===== src/rtl/plant_pkg.sv =====
// Shared types and helpers for the first-order plant model.
// Holds the FSM state encoding, default widths and the clamp used by the scaling and sum stages.
package plant_pkg;

    typedef enum logic [1:0] {
        IDLE  = 2'd0,
        MUL_A = 2'd1,
        MUL_B = 2'd2,
        SUM   = 2'd3
    } state_t;

    localparam int unsigned DEF_WIDTH = 32;
    localparam int unsigned DEF_FRAC  = 16;
    localparam int unsigned SAT_BITS  = 64;

    localparam logic signed [DEF_WIDTH-1:0] SAT_MAX = {1'b0, {(DEF_WIDTH-1){1'b1}}};
    localparam logic signed [DEF_WIDTH-1:0] SAT_MIN = {1'b1, {(DEF_WIDTH-1){1'b0}}};

    // Clamp a wide signed value into the w-bit two's complement range (w < SAT_BITS).
    function automatic logic signed [SAT_BITS-1:0] sat(input logic signed [SAT_BITS-1:0] v,
                                                       input int unsigned w);
        logic signed [SAT_BITS-1:0] hi;
        logic signed [SAT_BITS-1:0] lo;
        hi = $signed((SAT_BITS'(1) << (w - 1)) - SAT_BITS'(1));
        lo = ~hi;
        if (v > hi)
            sat = hi;
        else if (v < lo)
            sat = lo;
        else
            sat = v;
    endfunction

endpackage


===== src/rtl/seq_mult.sv =====
// Multicycle signed shift-add multiplier: magnitudes multiplied over WIDTH cycles, sign applied at the end.
// A new load may coincide with the final iteration of the previous product, which is captured in product.
module seq_mult
    import plant_pkg::*;
#(
    parameter int unsigned WIDTH = DEF_WIDTH
) (
    input  logic                      clk,
    input  logic                      srst,
    input  logic                      en,
    input  logic                      load,
    input  logic signed [WIDTH-1:0]   a,
    input  logic signed [WIDTH-1:0]   b,
    output logic signed [2*WIDTH-1:0] product,
    output logic                      ready
);

    localparam int unsigned CW = $clog2(WIDTH + 1);

    logic [2*WIDTH-1:0]        mcand_q;
    logic [2*WIDTH-1:0]        acc_q;
    logic [2*WIDTH-1:0]        acc_step;
    logic [WIDTH-1:0]          mplier_q;
    logic [CW-1:0]             cnt_q;
    logic                      neg_q;
    logic signed [2*WIDTH-1:0] prod_q;
    logic                      ready_q;

    // The most negative input maps to the unsigned value 2^(WIDTH-1).
    function automatic logic [WIDTH-1:0] mag(input logic [WIDTH-1:0] x);
        mag = x[WIDTH-1] ? (~x + WIDTH'(1)) : x;
    endfunction

    always_comb begin
        acc_step = acc_q + (mplier_q[0] ? mcand_q : '0);
    end

    always_ff @(posedge clk) begin
        if (!srst) begin
            mcand_q  <= '0;
            acc_q    <= '0;
            mplier_q <= '0;
            cnt_q    <= '0;
            neg_q    <= 1'b0;
            prod_q   <= '0;
            ready_q  <= 1'b0;
        end else if (en) begin
            ready_q <= 1'b0;
            if (cnt_q != '0) begin
                acc_q    <= acc_step;
                mcand_q  <= mcand_q << 1;
                mplier_q <= mplier_q >> 1;
                cnt_q    <= cnt_q - CW'(1);
                if (cnt_q == CW'(1)) begin
                    prod_q  <= neg_q ? -$signed(acc_step) : $signed(acc_step);
                    ready_q <= 1'b1;
                end
            end
            if (load) begin
                acc_q    <= '0;
                mcand_q  <= {{WIDTH{1'b0}}, mag(a)};
                mplier_q <= mag(b);
                neg_q    <= a[WIDTH-1] ^ b[WIDTH-1];
                cnt_q    <= CW'(WIDTH);
            end
        end
    end

    assign product = prod_q;
    assign ready   = ready_q;

endmodule


===== config.mk =====
export PLATFORM = sky130hd
export DESIGN_NAME = seq_mult
export DESIGN_NICKNAME = d
export VERILOG_FILES = /design/src/rtl/plant_pkg.sv /design/src/rtl/seq_mult.sv
export SDC_FILE = /design/constraint.sdc
export NUM_CORES = 1
export LEC_CHECK = 0
export CORE_UTILIZATION = 48
export CTS_CLUSTER_SIZE = 14
export DETAILED_ROUTE_END_ITERATION = 10
export MAX_ROUTING_LAYER = met4
export PLACE_DENSITY = 0.65
export SLEW_MARGIN = 20
export SYNTH_ARGS = -nofsm -noshare
export SYNTH_HDL_FRONTEND = slang
export SYNTH_SLANG_ARGS = --single-unit

===== constraint.sdc =====
create_clock -name clk -period 10.15 [get_ports clk]
set_input_delay 2.03 -clock clk [delete_from_list [all_inputs] [get_ports clk]]
set_output_delay 2.03 -clock clk [all_outputs]
set_load 0.02 [all_outputs]

==> flow_summary.toml, run 1 <==
[finish]
final_design_area_no_fill_um2 = 18900
layout.filler_cells = 3270
nNetsFinal = 2390
syn_to_final_growth_pct = 14.2
post_route_cells_drive_above_1_share_pct = 4.98

[floorplan]
initial_core_util_pct = 49.1
die_w_um = 188
std_cell_rows = 67
core_area_um2 = 33800
fp.dieH_um = 188
boundaryPins = 133
dieArea_um2 = 35300

[setup_path]
logic_depth_of_the_worst_register_to_register_path = 15
crit_path_capture_type = "flip-flop"
cp.arrival_ns = 6.70
r2r_slack_ns = 3.91
timing.critical_path.slowest_cell_delay_ns = 0.97
timing.critical_path.slowest_stage_cell = "sky130_fd_sc_hd__o41ai_1"
path_class = "reg2reg"
timing.rr.start = "mplier_q[0]$_SDFFE_PN0P_"
critical_path.cell_chain = "buf_4, and2_1, ha_1, o211ai_2, o21ai_1, a211oi_2, o41ai_1, o21ai_0, a222oi_1, nand4b_1, nor3_1, nand4_1, o41ai_1, xor2_1, o21ai_1"
critical_path.reg2reg.endpoint = "product[62]$_SDFFE_PN0P_"
worstPathMaxFanout = 65
critPathLaunch = "mplier_q[0]$_SDFFE_PN0P_"
critical_path.endpoint = "product[62]$_SDFFE_PN0P_"
crit_path_start_kind = "flip-flop"
required_ns = 10.61

[placed_design]
dpl-instance-area_um2 = 18000
place.port_buffers = 132
globalplace.congestion = 1.02
place_ws_ns = 4.24
dpl.hpwl_um = 42100

[clock_network]
cts_made_buffers = 28
worst_skew_pair.late_latency_ns = 0.58
cts.repair.resized = 0
cts_hold_buffers = 0
clk_root_buffer_cell = "sky130_fd_sc_hd__clkbuf_16"
htree_num_levels = 1
numClockSinks = 232
postCtsSetupBuffers = 0
tritoncts = "done"
cts_buffer_depth = 3
clk_pin_slew_worst_paths_ns = 0.06

[timing]
setup_repair_after_global_routing_missed_its_margin = "no"
timing.slew.headroom_pct = 24.3
post_route_setup_slack_ns = 3.91
post-route-period-util_pct = 61.4
setup_violations = 0
hold_violations = 0
skew_ns = 0.0228
max_clock_freq_mhz = 160
tightest_slew_ns = 1.14
fin_tns_setup_ns = 0
final.min_clock_period_ns = 6.24
slew_viol_final = 0
fin_hold_ws_ns = 0.449

[logic_synthesis]
synth-async-reset-ratio_pct = 0
synthesis.nets = 2373
ys_seq_area_share_pct = 28.0
post_synth.cell_area_avg_um2 = 7.43
postSynthCellCount = 2235
synth_area_um2 = 16600
synth_cell_type_count = 98
synth_enable_flop_cells = 0
yosysWarnings = 0
synth_flop_cell = "sky130_fd_sc_hd__dfxtp_1"
synth.ff_latch_count = 232

[global_route]
grtUsageTotal_pct = 32.5
grt_max_degree = 118
number_of_antenna_violations_at_the_first_check_in_global_routing = 1
global_route_wire_length_before_repair_um = 88800
final_global_route_overflow_total = 0
first_global_vias = 15800

[route]
detail_route.iter0.violations = 1744
total_routed_length_um = 57000
post-route-drc-count = 0
via_per_inst = 6.28
drt_pass1_iterations = 6
via_count = 17100
avgRoutedWirePerCell_um = 21.0
drtAntennaViolNets = 0

[job]
max_cap_viol_count = 0

[power]
max-vdd-ir-drop_v = 0.000120
power_density_nw_per_um2 = 154
leakage_nw = 6.97

[run_status]
status = "finished, final reports clean"

[min_path]
hold_path_class = "reg2reg"
## power by group
group | switching (mW) | internal [mW]
Combinational | 0.533 | 0.267
Sequential | 0.0596 | 0.987
Clock | 0.420 | 0.652
Total | 1.01 | 1.90
## synth_stat cells, types with 11 or more instances
master | count | area share [%]
sky130_fd_sc_hd__a21o_1 | 18 | 0.81
sky130_fd_sc_hd__a31oi_1 | 18 | 0.68
sky130_fd_sc_hd__buf_2 | 12 | 0.36
sky130_fd_sc_hd__nand2_1 | 201 | 4.5
sky130_fd_sc_hd__o31ai_1 | 32 | 1.4
sky130_fd_sc_hd__nor4_1 | 18 | 0.68
sky130_fd_sc_hd__nand3_1 | 31 | 0.93
sky130_fd_sc_hd__a21oi_1 | 185 | 5.6
sky130_fd_sc_hd__dfxtp_1 | 232 | 28
sky130_fd_sc_hd__inv_1 | 32 | 0.72
sky130_fd_sc_hd__a211oi_1 | 56 | 2.5
sky130_fd_sc_hd__clkbuf_1 | 137 | 3.1
sky130_fd_sc_hd__xor2_1 | 55 | 2.9
sky130_fd_sc_hd__o21ai_1 | 18 | 0.54
sky130_fd_sc_hd__a22oi_1 | 93 | 4.2
sky130_fd_sc_hd__or3_1 | 37 | 1.4
sky130_fd_sc_hd__o41ai_1 | 12 | 0.63
sky130_fd_sc_hd__nor2_1 | 263 | 5.9
sky130_fd_sc_hd__and2_1 | 77 | 2.9
sky130_fd_sc_hd__o21ai_0 | 219 | 6.6
sky130_fd_sc_hd__ha_1 | 69 | 5.2
sky130_fd_sc_hd__and3_1 | 11 | 0.41
sky130_fd_sc_hd__or4_1 | 11 | 0.50
sky130_fd_sc_hd__nand4_1 | 46 | 1.7
sky130_fd_sc_hd__o21a_1 | 18 | 0.81
sky130_fd_sc_hd__nor3_1 | 37 | 1.1
sky130_fd_sc_hd__o211ai_1 | 24 | 1.1
sky130_fd_sc_hd__xnor2_1 | 105 | 5.5
## sequential cells by signal, indices dropped and copies added, names as in the netlist
register / flops
acc_q: 64
cnt_q: 6
mcand_q: 64
mplier_q: 32
neg_q: 1
product: 64
ready: 1
## layout by cell type (no fill, tap or decap), types with 10 or more instances in the layout
master | Yosys | routed
sky130_fd_sc_hd__or2_2 | 10 | 10
sky130_fd_sc_hd__clkdlybuf4s50_1 | 0 | 130
sky130_fd_sc_hd__dfxtp_1 | 232 | 231
sky130_fd_sc_hd__and2_1 | 77 | 77
sky130_fd_sc_hd__xnor2_1 | 105 | 105
sky130_fd_sc_hd__or3_1 | 37 | 37
sky130_fd_sc_hd__o41ai_1 | 12 | 12
sky130_fd_sc_hd__a211oi_1 | 56 | 56
sky130_fd_sc_hd__nand2_1 | 201 | 201
sky130_fd_sc_hd__inv_1 | 32 | 32
sky130_fd_sc_hd__a31oi_1 | 18 | 18
sky130_fd_sc_hd__a21oi_1 | 185 | 185
sky130_fd_sc_hd__o21ai_0 | 219 | 219
sky130_fd_sc_hd__clkbuf_16 | 0 | 28
sky130_fd_sc_hd__nand4_1 | 46 | 46
sky130_fd_sc_hd__nor3_1 | 37 | 37
sky130_fd_sc_hd__or4_1 | 11 | 11
sky130_fd_sc_hd__o21ai_1 | 18 | 17
sky130_fd_sc_hd__o31ai_1 | 32 | 32
sky130_fd_sc_hd__nor4_1 | 18 | 18
sky130_fd_sc_hd__nand3_1 | 31 | 31
sky130_fd_sc_hd__o211ai_1 | 24 | 24
sky130_fd_sc_hd__a22oi_1 | 93 | 93
sky130_fd_sc_hd__o21a_1 | 18 | 18
sky130_fd_sc_hd__buf_4 | 3 | 16
sky130_fd_sc_hd__and3_1 | 11 | 10
sky130_fd_sc_hd__nor2_1 | 263 | 262
sky130_fd_sc_hd__xor2_1 | 55 | 55
sky130_fd_sc_hd__a21o_1 | 18 | 18
sky130_fd_sc_hd__ha_1 | 69 | 69
## stage by stage
| step | std cells | power [mW] | utilization, % |
|---|---|---|---|
| 2_1_floorplan | 2235 | 1.58 | - |
| 6_report | 2719 | 2.92 | 56.1 |
| 3_3_place_gp | 2670 | 1.84 | 53.2 |
| 5_1_grt | 2719 | 3.05 | 56.1 |
| 4_1_cts | 2718 | 2.92 | 56.1 |
| 3_5_place_dp | 2670 | 1.84 | 53.2 |
## metal layers
layer  global-route usage [%]  vias up  routed length, um
li1                         -     8192                  -
met3                     9.15      103               6040
met1                     44.2     8023              26000
met2                     46.6      757              23500
met5                        -        -                  0
met4                     8.85        0               1500
## kinds of logic (layout without fill, tap and decap cells)
| logic type | after synthesis | count (layout) | synth area share, % |
|---|---|---|---|
| buffers and inverters | 195 | 230 | 4.66 |
| AOI/OAI and AO/OA | 776 | 776 | 29.9 |
| xor gates and xnor gates | 160 | 160 | 8.44 |
| muxes | 9 | 9 | 0.558 |
| adders and majority gates | 70 | 70 | 5.32 |
| other | 0 | 1 | 0 |
| and+or+nand+nor | 793 | 793 | 23.2 |
| DFF | 232 | 232 | 28.0 |
## worst min-delay path by stage
stage | startpoint | to | slack, ns | cells past startpoint
after detailed placement | mplier_q[1]$_SDFFE_PN0P_ | mplier_q[1]$_SDFFE_PN0P_ | 0.44 | 2
after floorplan | mplier_q[1]$_SDFFE_PN0P_ | mplier_q[1]$_SDFFE_PN0P_ | 0.43 | 2
after global routing | product[53]$_SDFFE_PN0P_ | product[53]$_SDFFE_PN0P_ | 0.48 | 2
final | mplier_q[1]$_SDFFE_PN0P_ | mplier_q[1]$_SDFFE_PN0P_ | 0.45 | 2
after CTS | mplier_q[1]$_SDFFE_PN0P_ | mplier_q[1]$_SDFFE_PN0P_ | 0.45 | 2
after global placement | mplier_q[1]$_SDFFE_PN0P_ | mplier_q[1]$_SDFFE_PN0P_ | 0.44 | 2
## final cells by class
class | count | area, um2 | share of cell area [%]
diodes | 1 | 2.50 | 0.0132
clock buffers | 35 | 757 | 3.99
clock inverters | 13 | 209 | 1.10
inverters | 33 | 126 | 0.667
multi-input cells | 1808 | 11200 | 59.1
flip-flops and latches | 232 | 4650 | 24.5
well taps | 448 | 561 | 2.96
repair buffers | 149 | 1440 | 7.61
## critical path: cells and delay by family (launching register included)
family,cells,cell delay (ns)
AOI/OAI and AO/OA,8,3.29
xor gates and xnor gates,1,0.18
adders and majority gates,1,0.29
buffers and inverters,1,0.53
DFF,1,0.30
and+or+nand+nor,4,1.51
Power figures use the tool's default switching activity.
==> run 2: changes to the inputs <==
==> constraint.sdc (replaced) <==
create_clock -name clk -period 6.5 [get_ports clk]
set_input_delay 1.3 -clock clk [delete_from_list [all_inputs] [get_ports clk]]
set_output_delay 1.3 -clock clk [all_outputs]
set_load 0.02 [all_outputs]
==> flow_summary.toml, run 2 (synthesized netlist as in run 1, its figures left out) <==
[global_route]
grtUsageMet2_pct = 47.4
final_global_route_overflow_total = 0
grt_use_met1_pct = 46.8
global_route_wire_length_before_repair_um = 89700
busiest_layer = "met2"
grtUsageMet3_pct = 5.78
grt_max_degree = 94
first_global_vias = 15800
grtUsageTotal_pct = 32.7
number_of_antenna_violations_at_the_first_check_in_global_routing = 0

[finish]
most-common-layout-cells = "sky130_fd_sc_hd__nor2_1, sky130_fd_sc_hd__dfxtp_1, sky130_fd_sc_hd__o21ai_0"
post_route_cells_drive_above_1_share_pct = 5.43
layout.filler_cells = 3230
commonest_non_fill_non_tap_cell_in_the_layout = "sky130_fd_sc_hd__nor2_1"
regArea_um2 = 4650
area_used_by_multi_input_combinational_logic_um2 = 11200
final_util_pct = 56.3
syn_to_final_growth_pct = 14.5
final_design_area_no_fill_um2 = 19000
nNetsFinal = 2400

[clock_network]
cts_buffer_depth = 3
htree_num_levels = 1
clk_root_buffer_cell = "sky130_fd_sc_hd__clkbuf_16"
tritoncts = "done"
cts_made_buffers = 27
numClockSinks = 232
cts.repair.resized = 0
cts_hold_buffers = 0
clk_pin_slew_worst_paths_ns = 0.06
postCtsSetupBuffers = 0
worst_skew_pair.late_latency_ns = 0.58

[job]
max_cap_viol_count = 0

[power]
switching_power_mw = 1.58
clock_power_share_pct = 35.8
combinationalPowerShare_pct = 27.8
max-vdd-ir-drop_v = 0.000192
total_power_mw = 4.51
leakage_nw = 7.02
p_seq_share_pct = 36.4
switching_share_pct = 35.1
power_density_nw_per_um2 = 237
intPower_mw = 2.93

[route]
avgRoutedWirePerCell_um = 21.1
via_per_inst = 6.30
detail_route.iter0.violations = 1793
drtAntennaViolNets = 0
total_routed_length_um = 57600
via_count = 17200
post-route-drc-count = 0
drt_pass1_iterations = 6

[placed_design]
dpl.hpwl_um = 42900
place.port_buffers = 132
place_ws_ns = 0.650
dpl-instance-area_um2 = 18100
globalplace.congestion = 1.01

[floorplan]
boundaryPins = 133
fp.dieH_um = 188
die_w_um = 188
std_cell_rows = 67
dieArea_um2 = 35300
initial_core_util_pct = 49.1
core_area_um2 = 33800

[timing]
timing.slew.headroom_pct = 28.7
setup_violations = 0
post-route-period-util_pct = 91.7
tightest_slew_ns = 1.07
hold_violations = 0
skew_ns = 0.0286
setup_repair_after_global_routing_missed_its_margin = "no"
slew_viol_final = 0
fin_tns_setup_ns = 0
final.min_clock_period_ns = 5.96
max_clock_freq_mhz = 168
post_route_setup_slack_ns = 0.539

[setup_path]
crit_path_start_kind = "flip-flop"
cp_common_cell = "sky130_fd_sc_hd__o21ai_1"
path_class = "reg2reg"
required_ns = 6.97
critical_path.cell_chain = "buf_4, and2_1, ha_1, nand2_1, o21ai_1, a221oi_1, o31ai_1, o21ai_1, a222oi_1, nand4b_1, nor3_1, nand4_1, o41ai_1, xor2_1, o21ai_1"
crit_path_capture_type = "flip-flop"
cp.arrival_ns = 6.43
timing.critical_path.slowest_stage_cell = "sky130_fd_sc_hd__o31ai_1"
worstPathMaxFanout = 28
timing.critical_path.slowest_cell_delay_ns = 0.90

[min_path]
hold_path_class = "reg2reg"

[run_status]
status = "finished, final reports clean"
[run 2: changes by cell type in the layout (fill, tap and decap cells not counted), sizes merged]
cell,before,now
buf,19,30
bufinv,5,3
clkbuf,35,39
clkinv,5,4
clkinvlp,3,2
inv,33,34
[run 2: final cells by class]
cell class / count / share of cell area [%]
repair buffers: 160 / 8.07
clock inverters: 10 / 0.783
well taps: 448 / 2.95
inverters: 33 / 0.665
diodes: 1 / 0.0132
clock buffers: 39 / 4.16
flip-flops and latches: 232 / 24.4
multi-input cells: 1808 / 58.9
[run 2: final timing paths]
check | end | from | slack, ns | depth (start not counted)
hold reg to reg | mplier_q[1]$_SDFFE_PN0P_ | mplier_q[1]$_SDFFE_PN0P_ | 0.45 | 2
hold / removal | mplier_q[1]$_SDFFE_PN0P_ | mplier_q[1]$_SDFFE_PN0P_ | 0.45 | 2
setup / recovery | product[62]$_SDFFE_PN0P_ | mplier_q[0]$_SDFFE_PN0P_ | 0.54 | 15
setup reg to reg | product[62]$_SDFFE_PN0P_ | mplier_q[0]$_SDFFE_PN0P_ | 0.54 | 15
[run 2: worst max-delay path, delay by kind of cell (launching register included)]
kind                     cells  cell delay [ns]
buffers and inverters        1             0.42
AO/OA/AOI/OAI                7             2.68
XOR/XNOR                     1             0.18
AND/OR/NAND/NOR              5             1.52
flip-flops                   1             0.75
adder cells (fa/ha/maj)      1             0.30
[run 2: per-stage QoR]
step                      cells  hold slack (ns)
final                      2731            0.452
after global routing       2730            0.478
after CTS                  2730            0.452
after detailed placement   2681            0.444
after global placement     2681            0.440
after floorplan            2235            0.431
[run 2: power groups by stage]
| stage | Combinational (mW) | Sequential [mW] | Clock, mW |
|---|---|---|---|
| 6_report | 1.25 | 1.64 | 1.61 |
| 5_1_grt | 1.36 | 1.65 | 1.70 |
| 4_1_cts | 1.23 | 1.64 | 1.64 |
| 3_5_place_dp | 1.23 | 1.66 | 0 |
| 3_3_place_gp | 1.21 | 1.66 | 0 |
| 2_1_floorplan | 0.825 | 1.64 | 0 |
[run 2: per-layer routing]
| layer | part of all wire, % | vias to the layer above | wire, um |
|---|---|---|---|
| met5 | 0 | - | 0 |
| met4 | 1.9 | 0 | 1110 |
| met3 | 8.8 | 82 | 5090 |
| met2 | 42 | 762 | 24200 |
| met1 | 47 | 8144 | 27100 |
| li1 | - | 8205 | - |
==> run 3: changes to the inputs <==
--- a/config.mk
+++ b/config.mk
@@ -5,11 +5,11 @@
 export SDC_FILE = /design/constraint.sdc
 export NUM_CORES = 1
 export LEC_CHECK = 0
-export CORE_UTILIZATION = 48
+export CORE_UTILIZATION = 55
 export CTS_CLUSTER_SIZE = 14
 export DETAILED_ROUTE_END_ITERATION = 10
 export MAX_ROUTING_LAYER = met4
-export PLACE_DENSITY = 0.65
+export PLACE_DENSITY = 0.73
 export SLEW_MARGIN = 20
 export SYNTH_ARGS = -nofsm -noshare
 export SYNTH_HDL_FRONTEND = slang
==> flow_summary.toml, run 3 (synthesized netlist as in run 1, its figures left out) <==
[setup_path]
critical_path_depth = 17
timing.critical_path.slowest_stage_cell = "sky130_fd_sc_hd__dfxtp_1"
logic_depth_of_the_worst_register_to_register_path = 17
worst_path_dominant_cell_family = "simple AND/OR/NAND/NOR gates"
timing.critical_path.buf_inv = 2
crit_path_start_kind = "flip-flop"
path_class = "reg2reg"
required_ns = 6.90
critical_path.cell_chain = "and2_1, ha_1, inv_1, fa_1, nor2b_1, o2111a_1, o2111ai_2, a31oi_1, o31ai_1, buf_4, or4b_4, or4_1, nor4_2, nand4_1, o21ai_0, xor2_1, a211oi_1"
crit_path_capture_type = "flip-flop"
cp.arrival_ns = 6.52
worstPathMaxFanout = 20
timing.critical_path.slowest_cell_delay_ns = 0.78

[finish]
final_util_pct = 63.7
syn_to_final_growth_pct = 13.7
most-common-layout-cells = "sky130_fd_sc_hd__nor2_1, sky130_fd_sc_hd__dfxtp_1, sky130_fd_sc_hd__o21ai_0"
post_route_cells_drive_above_1_share_pct = 5.23
insertedDiodeCount = 0
commonest_non_fill_non_tap_cell_in_the_layout = "sky130_fd_sc_hd__nor2_1"
nNetsFinal = 2394

[clock_network]
cts_made_buffers = 27
postCtsSetupBuffers = 0
tritoncts = "done"
numClockSinks = 232
clk_root_buffer_cell = "sky130_fd_sc_hd__clkbuf_16"
cts_hold_buffers = 0
clk_pin_slew_worst_paths_ns = 0.07
cts_buffer_depth = 3
htree_num_levels = 1
worst_skew_pair.late_latency_ns = 0.56
cts.repair.resized = 0

[min_path]
hold_path_class = "reg2reg"
hold-path-cell-count = 2

[placed_design]
dpl.hpwl_um = 42500
globalplace.congestion = 1.02
place.port_buffers = 132
place_ws_ns = 0.604

[floorplan]
boundaryPins = 133
dieArea_um2 = 30900
core_area_um2 = 29600
fp.dieH_um = 176
die_w_um = 176
initial_core_util_pct = 56.0
std_cell_rows = 63

[power]
max-vdd-ir-drop_v = 0.000216
leakage_nw = 6.98
power_density_nw_per_um2 = 238

[global_route]
first_global_vias = 16100
number_of_antenna_violations_at_the_first_check_in_global_routing = 0
final_global_route_overflow_total = 0
grt_max_degree = 108
grtUsageTotal_pct = 37.0
global_route_wire_length_before_repair_um = 88800

[route]
detail_route.iter0.violations = 2014
via_count = 17500
total_routed_length_um = 56800
avgRoutedWirePerCell_um = 21.3
drtAntennaViolNets = 0
drt_pass1_iterations = 7
post-route-drc-count = 0
via_per_inst = 6.58

[timing]
setup_violations = 0
post-route-period-util_pct = 94.2
tightest_slew_ns = 1.01
max_clock_freq_mhz = 163
fin_tns_setup_ns = 0
post_route_setup_slack_ns = 0.380
timing.slew.headroom_pct = 32.6
skew_ns = 0.0206
fin_hold_ws_ns = 0.454
final.min_clock_period_ns = 6.12
slew_viol_final = 0
setup_repair_after_global_routing_missed_its_margin = "no"
hold_violations = 0

[job]
max_cap_viol_count = 0

[run_status]
status = "finished, final reports clean"
==> run 3: power breakdown <==
group          internal [mW]  total (mW)  switching [mW]
clock                  0.948        1.61           0.660
sequential              1.54        1.64          0.0982
combinational          0.421        1.25           0.827
==> run 3: routing by layer <==
layer | share of wire, % | vias up | GRT usage (%)
li1 | - | 8210 | -
met1 | 45 | 8382 | 51.6
met2 | 43 | 836 | 55.0
met3 | 9.6 | 115 | 6.21
met4 | 2.6 | 0 | 9.71
met5 | 0 | - | -
==> run 3: per-stage QoR <==
stage	total power, mW	area [um2]	instances
6_report	4.49	18900	2666
5_1_grt	4.67	18900	2666
4_1_cts	4.46	18900	2666
3_5_place_dp	2.87	18000	2617
3_3_place_gp	2.85	18000	2617
2_1_floorplan	2.47	16600	2235
==> run 3: final timing paths <==
kind                                    to  slack, ns                     start
setup / recovery  product[56]$_SDFFE_PN0P_       0.38  mplier_q[0]$_SDFFE_PN0P_
hold / removal    mplier_q[1]$_SDFFE_PN0P_       0.45  mplier_q[1]$_SDFFE_PN0P_
setup reg to reg  product[56]$_SDFFE_PN0P_       0.38  mplier_q[0]$_SDFFE_PN0P_
hold reg to reg   mplier_q[1]$_SDFFE_PN0P_       0.45  mplier_q[1]$_SDFFE_PN0P_
==> run 3: cell type report <==
cell class / instances / area [um2]
well taps: 390 / 488
inverters: 33 / 129
clock inverters: 16 / 204
repair buffers: 154 / 1490
clock buffers: 33 / 718
multi-input cells: 1808 / 11200
flip-flops and latches: 232 / 4650
fillers: 2631 / 10800
==> run 3: worst reg2reg max path: cells and delay by family (launching register included) <==
family / cells / cell delay [ns]
fa+ha+maj: 2 / 0.63
flops: 1 / 0.78
xor+xnor: 1 / 0.22
compound gates: 6 / 1.51
simple gates: 6 / 2.61
buf+inv: 2 / 0.24
